[config.mk]
export PLATFORM = sky130hd
export DESIGN_NAME = divider_multicycle
export DESIGN_NICKNAME = d
export VERILOG_FILES = /design/src/rtl/divider_multicycle_pkg.sv /design/src/rtl/divider_multicycle_step.sv /design/src/rtl/divider_multicycle.sv
export SDC_FILE = /design/constraint.sdc
export NUM_CORES = 1
export LEC_CHECK = 0
export BUFFER_PORTS_ARGS = -buffer_cell sky130_fd_sc_hd__buf_2
export CORE_MARGIN = 2
export CORE_UTILIZATION = 30
export DETAILED_ROUTE_END_ITERATION = 8
export GPL_TIMING_DRIVEN = 0
export MAX_ROUTING_LAYER = met4
export SLEW_MARGIN = 0
export SYNTH_ARGS = -nofsm -noshare
export SYNTH_HDL_FRONTEND = slang
export SYNTH_SLANG_ARGS = --single-unit
[constraint.sdc]
create_clock -name clk -period 9.16 [get_ports clk]
set_clock_uncertainty 0.05 [all_clocks]
set_input_delay 1.374 -clock clk [delete_from_list [all_inputs] [get_ports clk]]
set_output_delay 1.374 -clock clk [all_outputs]
set_load 0.02 [all_outputs]
[src/rtl/divider_multicycle_pkg.sv]
// Shared types for the multicycle divider: scalar aliases, FSM states, counter sizing.
package divider_multicycle_pkg;

  typedef logic        u1;
  typedef logic [63:0] u64;

  typedef enum logic [1:0] {
    DIV_IDLE = 2'd0,
    DIV_BUSY = 2'd1,
    DIV_DONE = 2'd2
  } div_state_t;

  // Iteration counter must hold the value WIDTH itself, hence the extra bit.
  function automatic int unsigned div_cnt_w(input int unsigned width);
    return $clog2(width) + 1;
  endfunction

endpackage

[src/rtl/divider_multicycle_step.sv]
// One radix-2 restoring division step: shift in the next dividend bit, trial-subtract, restore on borrow.
module divider_step #(
  parameter int unsigned WIDTH = 64
) (
  input  logic [WIDTH-1:0] rem,
  input  logic [WIDTH-1:0] quo,
  input  logic [WIDTH-1:0] div,
  output logic [WIDTH-1:0] rem_n,
  output logic [WIDTH-1:0] quo_n
);

  logic [WIDTH:0] remq;
  logic [WIDTH:0] diff;

  always_comb begin
    remq = {rem, quo[WIDTH-1]};
    diff = remq - {1'b0, div};
    if (!diff[WIDTH]) begin
      rem_n = diff[WIDTH-1:0];
      quo_n = {quo[WIDTH-2:0], 1'b1};
    end else begin
      rem_n = remq[WIDTH-1:0];
      quo_n = {quo[WIDTH-2:0], 1'b0};
    end
  end

endmodule

[src/rtl/divider_multicycle.sv]
// Iterative restoring divider for RV64M DIV/DIVU/REM/REMU with an en/done stall handshake.
module divider_multicycle
  import divider_multicycle_pkg::*;
#(
  parameter int unsigned WIDTH = 64
) (
  input  logic             clk,
  input  logic             reset,
  input  logic             en,
  input  logic             is_signed,
  input  logic [WIDTH-1:0] a,
  input  logic [WIDTH-1:0] b,
  output logic [WIDTH-1:0] q,
  output logic [WIDTH-1:0] r,
  output logic             done
);

  localparam int unsigned CNT_W = div_cnt_w(WIDTH);

  div_state_t       state;
  logic [CNT_W-1:0] count;
  logic [WIDTH-1:0] rem;
  logic [WIDTH-1:0] quo;
  logic [WIDTH-1:0] div;
  u1                neg_q;
  u1                neg_r;

  logic [WIDTH-1:0] rem_n;
  logic [WIDTH-1:0] quo_n;
  u1                a_neg;
  u1                b_neg;
  logic [WIDTH-1:0] a_abs;
  logic [WIDTH-1:0] b_abs;

  // Magnitudes of the operands; INT_MIN stays 2^(W-1) as an unsigned value.
  assign a_neg = is_signed & a[WIDTH-1];
  assign b_neg = is_signed & b[WIDTH-1];
  assign a_abs = a_neg ? WIDTH'(-a) : a;
  assign b_abs = b_neg ? WIDTH'(-b) : b;

  assign done = ~en | (state == DIV_DONE);

  divider_step #(.WIDTH(WIDTH)) u_step (
    .rem   (rem),
    .quo   (quo),
    .div   (div),
    .rem_n (rem_n),
    .quo_n (quo_n)
  );

  always_ff @(posedge clk) begin
    if (reset) begin
      state <= DIV_IDLE;
      count <= '0;
      rem   <= '0;
      quo   <= '0;
      div   <= '0;
      neg_q <= 1'b0;
      neg_r <= 1'b0;
      q     <= '0;
      r     <= '0;
    end else begin
      case (state)
        DIV_IDLE: begin
          if (en && (b == '0)) begin
            q     <= '1;
            r     <= a;
            state <= DIV_DONE;
          end else if (en) begin
            rem   <= '0;
            quo   <= a_abs;
            div   <= b_abs;
            neg_q <= a_neg ^ b_neg;
            neg_r <= a_neg;
            count <= CNT_W'(WIDTH);
            state <= DIV_BUSY;
          end
        end
        DIV_BUSY: begin
          // Dropping en flushes the op; q/r keep the previous result.
          if (!en) begin
            state <= DIV_IDLE;
          end else begin
            rem   <= rem_n;
            quo   <= quo_n;
            count <= count - CNT_W'(1);
            if (count == CNT_W'(1)) begin
              q     <= neg_q ? WIDTH'(-quo_n) : quo_n;
              r     <= neg_r ? WIDTH'(-rem_n) : rem_n;
              state <= DIV_DONE;
            end
          end
        end
        DIV_DONE: state <= DIV_IDLE;
        default:  state <= DIV_IDLE;
      endcase
    end
  end

endmodule

; ---- Word-level counts from Yosys, hierarchy flattened
; Cells that the tools add are included.
[totals]
elab_cells = 70
out_inout_bits = 129
in_bits = 132
reg_bits = 331
[classes]
reduce_logical = 8
bitwise_logic = 6
eq_ne = 10
addsub = 6
mux = 31
[ops]
columns = cell, n
row1 = two-way mux 64 bit, 17
row2 = one-hot mux 64 bit (2 select lines), 4
row3 = negation 64 bit, 4
row4 = subtractor 65 x 64 -> 65 bit, 1
row5 = zero test 64 bit, 1
row6 = two-way mux 7 bit, 3
row7 = one-hot mux 7 bit (2 select lines), 1
row8 = inequality test 2 bit (second input constant), 5
row9 = two-way mux 2 bit, 4
row10 = AND reduction 4 bit, 2
row11 = equality test 7 x 1 -> 1 bit (second input constant), 1
row12 = subtractor 7 x 1 -> 7 bit (second input constant), 1
row13 = inequality test 3 bit (second input constant), 2
row14 = one-hot mux 2 bit (2 select lines), 1
row15 = AND reduction 3 bit, 1
row16 = bitwise AND 1 bit, 2
row17 = equality test 2 x 1 -> 1 bit (second input constant), 1
row18 = equality test 2 bit (second input constant), 1
row19 = zero test 2 bit, 1
row20 = inverter 1 bit, 2
row21 = AND reduction 2 bit, 1
row22 = nonzero test 2 bit, 1
row23 = logical AND 1 bit, 1
row24 = two-way mux 1 bit, 1
row25 = other kinds (2), 2

; ---- Logic depth before layout (Yosys ltp)
[depth]
ltp_word = 7
mapped_depth = 27

; ---- Modules after synthesis
; A second synthesis with hierarchy kept.
[hier_totals]
cells_unflattened = 3158
hier_area_um2 = 24005.5
[modules_own_cells]
columns = mod, cells_each, instances, seq_area_each_um2, area_each_um2
row1 = divider_multicycle, 2368, 1, 6626.4, 18435.2
row2 = divider_step, 790, 1, 0.0, 5570.3

; ---- Worst setup path before layout
; Ideal clock, no wire load.
[synth_path]
path_type = reg2reg
from = register rem[8]
to = register r[46]
synth_period_minus_slack_ns = 6.150
path_slack_ns = 3.010
arrival_time_ns = 5.982
stages_incl_launch_ff = 26
n_path_buf = 7
setup_ns = 0.117
cell_sequence = dfxtp_1 ha_1 buf_2 a21oi_2 o22ai_1 or4_1 o211a_1 or4_1 a221oi_2 inv_2 buf_6 clkbuf_1 clkbuf_1 clkbuf_1 clkbuf_1 a21oi_1 ha_1 nand3_1 nor4bb_1 and3_1 nand3_1 a2111oi_2 clkbuf_1 and3_1 a211oi_1 a32o_1
[synth_between]
elab_chain_cells = 7
[synth_lines]
columns = element, line_no
row1 = from (decl), divider_multicycle.sv:22  ; logic [WIDTH-1:0] rem;
row2 = from (signal assigned), divider_multicycle.sv:84  ; rem <= rem_n;
row3 = subtractor 65 x 64 -> 65 bit, divider_multicycle_step.sv:17  ; diff = remq - {1'b0, div};
row4 = two-way mux 64 bit *, divider_multicycle_step.sv:18  ; if (!diff[WIDTH]) begin
row5 = negation 64 bit, divider_multicycle.sv:89  ; r <= neg_r ? WIDTH'(-rem_n) : rem_n;
row6 = two-way mux 64 bit *, divider_multicycle.sv:89
row7 = two-way mux 64 bit *, divider_multicycle.sv:87  ; if (count == CNT_W'(1)) begin
row8 = two-way mux 64 bit *, divider_multicycle.sv:81  ; if (!en) begin
row9 = one-hot mux 64 bit (2 select lines) *, divider_multicycle.sv:63  ; case (state)
row10 = to (signal assigned), divider_multicycle.sv:89
row11 = to (decl), divider_multicycle.sv:14  ; output logic [WIDTH-1:0] r,
; Mark *: on every way between the ends. The rest lies on a longest branch, timed or not. The select of a mux whose other input is x is not followed.
; A chain may end at the register's enable or synchronous reset.

; ---- Final worst setup path
[layout_path]
from = register quo[63]
to = register r[50]
[layout_between]
elab_chain_cells = 7
[layout_lines]
columns = element, line_no
row1 = from (decl), divider_multicycle.sv:23  ; logic [WIDTH-1:0] quo;
row2 = from (signal assigned), divider_multicycle.sv:71  ; quo <= a_abs;
row3 = from (signal assigned), divider_multicycle.sv:85  ; quo <= quo_n;
row4 = subtractor 65 x 64 -> 65 bit, divider_multicycle_step.sv:17
row5 = two-way mux 64 bit *, divider_multicycle_step.sv:18
row6 = negation 64 bit, divider_multicycle.sv:89
row7 = two-way mux 64 bit *, divider_multicycle.sv:89
row8 = two-way mux 64 bit *, divider_multicycle.sv:87
row9 = two-way mux 64 bit *, divider_multicycle.sv:81
row10 = one-hot mux 64 bit (2 select lines) *, divider_multicycle.sv:63
; Marks and branches as above.

==> flow_metrics.py <==
metrics = {
    "outcome": {
        "run_status": "complete, no violations",
    },
    "global_route": {
        "grt_remaining_overflow": 0,
        "gr-usage-all-layers_pct": 27.2,
        "grt_antenna_before_repair": 4,
        "pin_count_of_the_biggest_net_entering_global_routing": 20,
        "first_pass_grt_wire_length_um": 170000,
        "first_global_vias": 26000,
    },
    "finish": {
        "most-common-layout-cells": "sky130_fd_sc_hd__nor2_1 (444), sky130_fd_sc_hd__nand2_1 (398), sky130_fd_sc_hd__dfxtp_1 (331)",
        "fill_cells": 8987,
        "register_area_um2": 6630,
        "drive_gt1_share_pct": 9.71,
        "num-nets-final": 3953,
        "final_common_cell": "sky130_fd_sc_hd__nor2_1",
        "area_delta_synth_final_pct": 16.2,
        "footprint_of_the_multi_input_gates_um2": 16800,
        "utilization_pct": 35.1,
    },
    "pwr": {
        "power.total_uw": 4110,
        "powerDensity_nw_per_um2": 143,
        "switchingPower_uw": 1380,
        "p_comb_share_pct": 21.7,
        "sequentialPowerShare_pct": 37.7,
        "worst_ir_drop_vdd_v": 0.000115,
        "cellLeakagePower_uw": 0.0112,
        "p_int_uw": 2740,
        "switching_share_pct": 33.5,
        "relative_contribution_of_the_clock_network_to_total_power_pct": 40.6,
    },
    "synth": {
        "synth-seq-area-share_pct": 26.8,
        "syn_inst": 3449,
        "yosys.area.top_type_share_pct": 26.8,
        "synth-main-ff-cell": "sky130_fd_sc_hd__dfxtp_1",
        "postSynthAreaPerCell_um2": 7.17,
        "count_of_flip_flops_with_a_built_in_enable_after_synthesis": 0,
        "ys_warn_count": 0,
        "ys_seq_elements": 331,
        "synth_async_sr_flop_share_pct": 0,
        "synth.lib_cells_used.distinct": 87,
        "syn_nets": 3652,
        "synth_top_area_cell": "sky130_fd_sc_hd__dfxtp_1",
        "synthTopCellsByArea": "sky130_fd_sc_hd__dfxtp_1 (27%), sky130_fd_sc_hd__nor2_1 (6.7%), sky130_fd_sc_hd__nand2_1 (6.0%), sky130_fd_sc_hd__a21oi_1 (5.4%), sky130_fd_sc_hd__xnor2_1 (4.6%)",
        "synthesis.area_um2": 24700,
    },
    "route": {
        "drc_marker_count_from_the_first_detailed_route_iteration": 3080,
        "avgRoutedWirePerCell_um": 24.0,
        "drt_pass1_iterations": 6,
        "post-route-drc-count": 0,
        "post_drt_via_cell_ratio": 5.75,
        "drtAntennaViolNets": 0,
        "route.final.wire_length_um": 117000,
        "routed-via-count": 27900,
    },
    "timing": {
        "rsz0062_at_grt": "no",
        "worstMarginPinSlew_ns": 1.20,
        "period_needed_ns": 8.81,
        "finalMaxSlewViolations": 0,
        "setup_viols_final": 0,
        "finalHoldViolCount": 0,
        "max_freq_mhz": 114,
        "max_slew_margin_pct": 17.7,
        "finalCritPeriodShare_pct": 96.2,
    },
    "setup_path": {
        "critical_path.startpoint_type": "flip-flop",
        "r2r_cells": 25,
        "path_class": "reg2reg",
        "r2r_start": "quo[63]$_SDFFE_PP0P_",
        "endpoint_type_of_the_worst_setup_path": "flip-flop",
        "crit_fanout": 19,
        "cp.arrival_ns": 9.20,
        "timing.reg2reg.setup_slack_ns": 0.35,
        "required_ns": 9.55,
        "rr_endpoint": "r[50]$_SDFFE_PP0P_",
    },
    "worst_hold_path": {
        "timing.hold.worst.start": "div[42]$_SDFFE_PP0P_",
        "hold_path_class": "reg2reg",
        "hold_path_depth": 2,
        "end_point_of_the_worst_hold_path": "div[42]$_SDFFE_PP0P_",
    },
    "clock_tree": {
        "worstSkewPairLatency_ns": 0.60,
        "count_of_hold_fix_buffers_inserted_at_cts": 0,
        "tritoncts": "built",
        "cts_setup_buffers": 0,
        "cts_resized": 1,
        "cts_buffer_depth": 3,
        "cts_num_sinks": 331,
        "cts_buffers": 40,
        "htreeDepth": 2,
        "clk_transition_reported_paths_ns": 0.06,
        "clk_root_buffer_cell": "sky130_fd_sc_hd__clkbuf_16",
    },
    "floorplanning": {
        "io-pin-count": 261,
        "die-area_um2": 84800,
        "placement_rows": 105,
        "initial_utilization_pct": 30.2,
        "core-area_um2": 81800,
        "floorplan.die.height_um": 291,
        "die_width_um": 291,
    },
    "flow_run": {
        "max-cap-violations": 0,
    },
    "placement": {
        "gp_congestion": 1.00,
        "io_buffer_count": 260,
        "dp_hpwl_um": 95700,
    },
}
[sequential cells by signal, indices dropped and copies added (netlist names)]
name and flops:
quo 64, neg_r 1, neg_q 1, r 64, state 2, rem 64, count 7, div 64
q 64
[worst max path at each step]
stage,end,startpoint
6_report,r[50]$_SDFFE_PP0P_,quo[63]$_SDFFE_PP0P_
5_1_grt,r[54]$_SDFFE_PP0P_,quo[63]$_SDFFE_PP0P_
4_1_cts,r[54]$_SDFFE_PP0P_,rem[38]$_SDFFE_PP0P_
3_5_place_dp,r[54]$_SDFFE_PP0P_,quo[63]$_SDFFE_PP0P_
3_3_place_gp,r[44]$_SDFFE_PP0P_,quo[63]$_SDFFE_PP0P_
2_1_floorplan,r[46]$_SDFFE_PP0P_,rem[8]$_SDFFE_PP0P_
[worst max-delay path, stage by stage, from the launching register on]
cell and delay (ns):
sky130_fd_sc_hd__dfxtp_1 0.58, sky130_fd_sc_hd__inv_1 0.09, sky130_fd_sc_hd__ha_1 0.24, sky130_fd_sc_hd__fa_1 0.42
sky130_fd_sc_hd__nor2b_1 0.28, sky130_fd_sc_hd__o2111ai_1 0.28, sky130_fd_sc_hd__a21boi_1 0.52, sky130_fd_sc_hd__o211a_1 0.38
sky130_fd_sc_hd__nor2_1 0.12, sky130_fd_sc_hd__a221oi_4 0.57, sky130_fd_sc_hd__inv_2 0.08, sky130_fd_sc_hd__buf_6 0.21
sky130_fd_sc_hd__clkbuf_1 0.34, sky130_fd_sc_hd__clkbuf_1 0.46, sky130_fd_sc_hd__buf_1 0.52, sky130_fd_sc_hd__a21oi_1 0.44
sky130_fd_sc_hd__ha_1 0.37, sky130_fd_sc_hd__nand3_1 0.15, sky130_fd_sc_hd__nor4bb_1 0.55, sky130_fd_sc_hd__and3_1 0.31
sky130_fd_sc_hd__nand3_1 0.18, sky130_fd_sc_hd__a2111oi_4 0.56, sky130_fd_sc_hd__clkbuf_1 0.42, sky130_fd_sc_hd__a31oi_1 0.16
sky130_fd_sc_hd__xor2_1 0.25, sky130_fd_sc_hd__o22ai_1 0.11
[per-stage QoR]
stage / setup slack (ns) / setup TNS [ns] / hold slack [ns] / cell area (µm²) / std cells
4_1_cts: 0.202 / 0 / 0.403 / 28700 / 4848
3_3_place_gp: -0.677 / -6.76 / 0.390 / 27400 / 4779
2_1_floorplan: 3.01 / 0 / 0.382 / 24700 / 3449
5_1_grt: 0.124 / 0 / 0.436 / 28800 / 4852
6_report: 0.350 / 0 / 0.402 / 28800 / 4853
3_5_place_dp: -0.666 / -6.54 / 0.397 / 27400 / 4779
[metal layers]
layer,part of all wire (%),GRT usage (%),wire (µm),vias up
met5,0,-,0,-
met4,4.4,10.9,5110,0
met3,7.9,4.10,9170,256
met2,44,42.4,51800,1296
met1,43,35.2,50600,13200
li1,-,-,-,13200
[synthesized netlist by cell type (30+ instances only)]
master / number
sky130_fd_sc_hd__xnor2_1: 131
sky130_fd_sc_hd__inv_1: 98
sky130_fd_sc_hd__a22oi_1: 45
sky130_fd_sc_hd__nor2_1: 444
sky130_fd_sc_hd__clkbuf_1: 222
sky130_fd_sc_hd__a31oi_1: 33
sky130_fd_sc_hd__nand3_1: 59
sky130_fd_sc_hd__nor3_1: 128
sky130_fd_sc_hd__o31ai_1: 47
sky130_fd_sc_hd__mux2i_1: 30
sky130_fd_sc_hd__dfxtp_1: 331
sky130_fd_sc_hd__or3_1: 37
sky130_fd_sc_hd__o21a_1: 32
sky130_fd_sc_hd__or4_1: 31
sky130_fd_sc_hd__o21ai_0: 188
sky130_fd_sc_hd__a311oi_1: 31
sky130_fd_sc_hd__nand2_1: 398
sky130_fd_sc_hd__nor4_1: 45
sky130_fd_sc_hd__o211ai_1: 70
sky130_fd_sc_hd__a211oi_1: 119
sky130_fd_sc_hd__and2_1: 32
sky130_fd_sc_hd__ha_1: 70
sky130_fd_sc_hd__xor2_1: 118
sky130_fd_sc_hd__nand4_1: 55
sky130_fd_sc_hd__a21oi_1: 269
[cell families after synthesis]
group                    share of synthesized area (%)
AND/OR/NAND/NOR                                   25.8
AO/OA/AOI/OAI                                     28.3
buffers and inverters                             5.25
flip-flops                                        26.8
XOR/XNOR                                          8.81
adder cells (fa/ha/maj)                           3.62
multiplexers                                      1.49
[cell type report]
type,instances,area share (%)
multi-input cells,2775,58.6
flip-flops and latches,331,23.0
well taps,1070,4.66
repair buffers,260,4.52
clock buffers,55,3.96
plain buffers,242,3.20
inverters,100,1.31
clock inverters,15,0.687
diodes,5,0.0435
[power groups by stage]
| stage | Sequential [µW] | Clock, µW | Combinational, µW |
|---|---|---|---|
| 2_1_floorplan | 1570 | 0 | 564 |
| 3_3_place_gp | 1580 | 0 | 865 |
| 3_5_place_dp | 1580 | 0 | 867 |
| 4_1_cts | 1550 | 1690 | 871 |
| 5_1_grt | 1560 | 1740 | 972 |
| 6_report | 1550 | 1670 | 893 |
(Power assumes the default switching activity.)
